**config.mk**
```make
export PLATFORM = sky130hd
export DESIGN_NAME = alu_cmd_sequencer
export DESIGN_NICKNAME = d
export VERILOG_FILES = /design/src/rtl/alu_cmd_sequencer.sv
export SDC_FILE = /design/constraint.sdc
export NUM_CORES = 1
export LEC_CHECK = 0
export BUFFER_PORTS_ARGS = -buffer_cell sky130_fd_sc_hd__buf_2
export CAP_MARGIN = 20
export CORE_MARGIN = 5
export CORE_UTILIZATION = 61
export DETAILED_ROUTE_END_ITERATION = 10
export PLACE_DENSITY = 0.8
export SLEW_MARGIN = 20
export SYNTH_ARGS = -nofsm -noshare
export SYNTH_HDL_FRONTEND = slang
export SYNTH_SLANG_ARGS = --single-unit
export TNS_END_PERCENT = 100
```
**constraint.sdc**
```tcl
create_clock -name clk -period 9.1 [get_ports clk]
set_clock_uncertainty 0.2 [all_clocks]
set_input_delay 0.91 -clock clk [delete_from_list [all_inputs] [get_ports clk]]
set_output_delay 0.91 -clock clk [all_outputs]
set_load 0.1 [all_outputs]
```
**src/rtl/alu_cmd_sequencer.sv**
```systemverilog
// Command front-end for simple_alu: FIFO-buffers {op, a, b} commands, serializes each onto the
// ALU pins, waits for done and returns the result. Define ALU_SEQ_TIMEOUT_EN to bound the wait.
module alu_cmd_sequencer #(
    parameter int unsigned WIDTH   = 8,
    parameter int unsigned DEPTH   = 4,
    parameter int unsigned TIMEOUT = 64
) (
    input  logic             clk,
    input  logic             reset,
    input  logic             cmd_valid,
    output logic             cmd_ready,
    input  logic [1:0]       cmd_op,
    input  logic [WIDTH-1:0] cmd_a,
    input  logic [WIDTH-1:0] cmd_b,
    output logic             opcode_valid,
    output logic             opcode,
    output logic [WIDTH-1:0] data,
    input  logic             done,
    input  logic             overflow,
    input  logic [WIDTH-1:0] result,
    output logic             rsp_valid,
    input  logic             rsp_ready,
    output logic [WIDTH-1:0] rsp_result,
    output logic             rsp_overflow,
    output logic             rsp_timeout
);
    localparam int unsigned AW = $clog2(DEPTH);
    localparam int unsigned EW = 2 + 2 * WIDTH;

    typedef enum logic [2:0] {StIdle, StSend0, StSend1, StWait, StResp} state_e;

    logic [EW-1:0]    mem_q [DEPTH];
    logic [AW:0]      wptr_q, wptr_d, rptr_q, rptr_d;
    logic             full, empty, push, pop;
    logic [EW-1:0]    head;
    state_e           state_q, state_d;
    logic [1:0]       op_q, op_d;
    logic [WIDTH-1:0] b_q, b_d;
    logic             opcode_valid_q, opcode_valid_d, opcode_q, opcode_d;
    logic [WIDTH-1:0] data_q, data_d;
    logic             rsp_valid_q, rsp_valid_d, rsp_overflow_q, rsp_overflow_d;
    logic [WIDTH-1:0] rsp_result_q, rsp_result_d;
`ifdef ALU_SEQ_TIMEOUT_EN
    localparam int unsigned   CW     = $clog2(TIMEOUT + 1);
    localparam logic [CW-1:0] CntMax = CW'(TIMEOUT);
    logic [CW-1:0] cnt_q, cnt_d;
    logic          rsp_timeout_q, rsp_timeout_d;
`endif

    // Pointers carry one extra wrap bit so full and empty are distinguishable.
    assign empty     = (wptr_q == rptr_q);
    assign full      = (wptr_q[AW] != rptr_q[AW]) && (wptr_q[AW-1:0] == rptr_q[AW-1:0]);
    assign cmd_ready = !full;
    assign push      = cmd_valid && !full;
    assign pop       = (state_q == StIdle) && !empty;
    assign head      = mem_q[rptr_q[AW-1:0]];
    assign wptr_d    = wptr_q + (AW + 1)'(push);
    assign rptr_d    = rptr_q + (AW + 1)'(pop);

    always_ff @(posedge clk) begin
        if (push) mem_q[wptr_q[AW-1:0]] <= {cmd_op, cmd_a, cmd_b};
    end

    always_comb begin
        state_d        = state_q;
        op_d           = op_q;
        b_d            = b_q;
        opcode_valid_d = 1'b0;
        opcode_d       = 1'b0;
        data_d         = '0;
        rsp_valid_d    = rsp_valid_q;
        rsp_result_d   = rsp_result_q;
        rsp_overflow_d = rsp_overflow_q;
`ifdef ALU_SEQ_TIMEOUT_EN
        cnt_d          = cnt_q;
        rsp_timeout_d  = rsp_timeout_q;
`endif
        unique case (state_q)
            StIdle: begin
                if (pop) begin
                    op_d           = head[EW-1:EW-2];
                    b_d            = head[WIDTH-1:0];
                    opcode_valid_d = 1'b1;
                    opcode_d       = head[EW-1];
                    data_d         = head[2*WIDTH-1:WIDTH];
                    state_d        = StSend0;
                end
            end
            StSend0: begin
                opcode_valid_d = 1'b1;
                opcode_d       = op_q[0];
                data_d         = b_q;
                state_d        = StSend1;
            end
            StSend1: begin
`ifdef ALU_SEQ_TIMEOUT_EN
                cnt_d   = '0;
`endif
                state_d = StWait;
            end
            StWait: begin
                if (done) begin
                    rsp_valid_d    = 1'b1;
                    rsp_result_d   = result;
                    rsp_overflow_d = overflow;
`ifdef ALU_SEQ_TIMEOUT_EN
                    rsp_timeout_d  = 1'b0;
`endif
                    state_d        = StResp;
                end
`ifdef ALU_SEQ_TIMEOUT_EN
                else if (cnt_q == CntMax) begin
                    rsp_valid_d    = 1'b1;
                    rsp_result_d   = '0;
                    rsp_overflow_d = 1'b0;
                    rsp_timeout_d  = 1'b1;
                    state_d        = StResp;
                end else begin
                    cnt_d = cnt_q + 1'b1;
                end
`endif
            end
            StResp: begin
                if (rsp_ready) begin
                    rsp_valid_d = 1'b0;
                    state_d     = StIdle;
                end
            end
            default: state_d = StIdle;
        endcase
    end

    always_ff @(posedge clk or posedge reset) begin
        if (reset) begin
            wptr_q         <= '0;
            rptr_q         <= '0;
            state_q        <= StIdle;
            op_q           <= '0;
            b_q            <= '0;
            opcode_valid_q <= 1'b0;
            opcode_q       <= 1'b0;
            data_q         <= '0;
            rsp_valid_q    <= 1'b0;
            rsp_result_q   <= '0;
            rsp_overflow_q <= 1'b0;
`ifdef ALU_SEQ_TIMEOUT_EN
            cnt_q          <= '0;
            rsp_timeout_q  <= 1'b0;
`endif
        end else begin
            wptr_q         <= wptr_d;
            rptr_q         <= rptr_d;
            state_q        <= state_d;
            op_q           <= op_d;
            b_q            <= b_d;
            opcode_valid_q <= opcode_valid_d;
            opcode_q       <= opcode_d;
            data_q         <= data_d;
            rsp_valid_q    <= rsp_valid_d;
            rsp_result_q   <= rsp_result_d;
            rsp_overflow_q <= rsp_overflow_d;
`ifdef ALU_SEQ_TIMEOUT_EN
            cnt_q          <= cnt_d;
            rsp_timeout_q  <= rsp_timeout_d;
`endif
        end
    end

    assign opcode_valid = opcode_valid_q;
    assign opcode       = opcode_q;
    assign data         = data_q;
    assign rsp_valid    = rsp_valid_q;
    assign rsp_result   = rsp_result_q;
    assign rsp_overflow = rsp_overflow_q;
`ifdef ALU_SEQ_TIMEOUT_EN
    assign rsp_timeout  = rsp_timeout_q;
`else
    assign rsp_timeout  = 1'b0;
`endif

endmodule

```
==> summary.md <==
| Metric | Value |
|---|---|
| Outcome | completed |
| P&R area growth vs syn | 12.3% |
| Syn_nets | 260 |
| Tightest Pin Transition | 894 ps |
| GRT overflow | 0 |
| Most frequent cells after synthesis | 72 x edfxtp_1, 38 x dfrtp_1, 18 x mux4_2, 13 x a21oi_1, 12 x nand2_1 |
| Post-Route WL | 7.19 mm |
| Ant. Diodes | 0 |
| Routed Antenna Nets | 0 |
| Max-slew violations | 0 |
| Gr usage total | 0.178 |
| Met3 usage | 0.0313 |
| Die area | 8790 sq um |
| Final Core Density | 0.707 |
| Post-synth cell types | 33 |
| Post-Syn Area per Cell | 19.1 sq um |
| Share of cells above drive strength 1 | 0.407 |
| Die height | 93.8 um |
| Avg Vias per Cell | 5.59 |
| Vias in the first global route | 2096 |
| Filler instances | 434 |
| Post-cts resize count | 0 |
| Skew-Pair Late Insertion Delay | 360 ps |
| Max Cap Viol | 0 |
| Setup tns final | 0 ps |
| I/O Buffers | 52 |
| Setup bufs post-CTS | 0 |
| CP arrival | 2450 ps |
| GRT Max-Usage Layer | met2 |
| Initial antenna violation count | 0 |
| Die width | 93.8 um |
| Hold buffer count at cts | 0 |
| Min-delay worst type | reg2reg |
| Yosys warns | 0 |
| Post-DR wirelength/cell | 18.9 um |
| Cells after synthesis | 224 |
| Yosys top cell area share | 0.505 |
| Core footprint | 6790 sq um |
| Drt drc | 0 |
| CTS H-tree lvls | 3 |
| Setup-failing EPs final | 0 |
| RSZ-0062 raised after global routing | false |
| Largest net degree at the start of global routing | 39 |
| Sequential area share after synthesis | 0.727 |
| Clock sink total | 110 |
| I/O Pins | 54 |
| Async set-or-reset flop fraction in the synthesized netlist | 0.345 |
| Routability Congestion | 0.805 |
| Ys flop type | edfxtp_1 |
| Worst R2R Path Depth | 4 |
| Final min period | 3560 ps |
| Worst Path Max Fanout | 20 |
| Starting density of the core | 0.630 |
| First-pass DRT Iterations | 4 |
| First-pass GRT wire length | 11.4 mm |
| Nets | 316 |
| Clk root buf | clkbuf_8 |
| DP HPWL | 4.85 mm |
| Hold path depth | 1 |
| CTS clk-pin slew, worst paths | 100 ps |
| Post-synth EDFFs | 72 |
| Final period util | 0.392 |
| First-iteration detailed-routing DRC count | 113 |
| CTS tree | yes |
| Number of synthesized register bits | 110 |
| Crit. End Element | primary output |
| Critical Path RT | 7990 ps |
| Top-count cell post-synth | edfxtp_1 |
| Cell Area, Synth | 4280 sq um |
| Routing usage on met2 | 0.279 |
| CTS Buf Count | 9 |
| Vias | 2128 |
| Final Hold Fails | 0 |
| Top post-synthesis cells by area | edfxtp_1 51%, dfrtp_1 22%, mux4_2 9.5% |
| Slew Limit Headroom | 0.404 |
| Worst setup path category | reg2out |
| # rows | 30 |
| Setup crit start kind | flip-flop |
| Met1 Usage GRT | 0.244 |
| Biggest area consumer among synthesized cells | edfxtp_1 |
| Clock tree buffer depth | 2 |
| Fmax | 281 MHz |
## critical path: stages (launching register included)
cell	delay, ps
dfrtp_1	940
xor2_2	530
or3_1	190
buf_2	420
## through the flow
stage / hold WS (ps) / cells / instance area [sq um] / setup WS [ps]
after global routing: 325 / 381 / 4810 / 5420
after CTS: 308 / 381 / 4810 / 5530
after global placement: 283 / 365 / 4630 / 5970
final: 305 / 381 / 4810 / 5540
after detailed placement: 288 / 365 / 4630 / 5960
after floorplan: 282 / 224 / 4280 / 6080
## layout by cell type (no fill, tap or decap), types with 3 or more instances in the layout
| cell | count |
|---|---|
| a21oi_1 | 13 |
| buf_2 | 52 |
| buf_4 | 5 |
| clkbuf_8 | 9 |
| dfrtp_1 | 38 |
| edfxtp_1 | 72 |
| ha_1 | 4 |
| inv_1 | 4 |
| mux2_2 | 9 |
| mux2_4 | 9 |
| mux4_2 | 18 |
| nand2_1 | 12 |
| o311ai_0 | 5 |
| o311ai_1 | 4 |
| xor2_1 | 3 |
## sequential cells by signal, indices dropped and copies added (netlist names)
register      cells
b_q               8
data              8
mem_q            72
op_q              1
opcode            1
opcode_valid      1
rptr_q            3
rsp_overflow      1
rsp_result        8
rsp_valid         1
state_q           3
wptr_q            3
## logic make-up (layout without fill, tap and decap cells)
group	after synthesis	count (layout)	synth area share
buffers and inverters	16	77	0.0231
flip-flops	110	110	0.727
XOR/XNOR	6	6	0.0158
multiplexers	36	36	0.150
AO/OA/AOI/OAI	26	26	0.0424
other	1	1	0.000876
AND/OR/NAND/NOR	25	25	0.0289
adder cells (fa/ha/maj)	4	4	0.0117
## per-layer routing
metal / up-vias / wire [um]
li1: 979 / -
met1: 1058 / 3100
met2: 81 / 3450
met3: 10 / 462
met4: 0 / 167
met5: - / 0
## area by class of cell
class	instances	area, sq um	share of cell area
Sequential cell	110	3110	0.648
Multi-Input combinational cell	98	1080	0.225
Timing Repair Buffer	57	298	0.0620
Clock buffer	10	131	0.0273
Tap cell	96	120	0.0250
Clock inverter	6	45.0	0.00937
Inverter	4	15.0	0.00312
## final timing paths
path	start	endpoint	slack (ps)
min in group asynchronous	reset	rsp_result[3]	430
worst min-delay path	rsp_result[5]	rsp_result[5]	310
max in group asynchronous	reset	rptr_q[0]	7930
worst min register to register	rsp_result[5]	rsp_result[5]	310
worst max register to register	rptr_q[1]	mem_q[3][3]	5990
worst max-delay path	rptr_q[1]	cmd_ready	5540
Power is left out: the tool's default activity adds up to more than one toggle a clock period on the data nets, which glitch-free logic cannot reach.
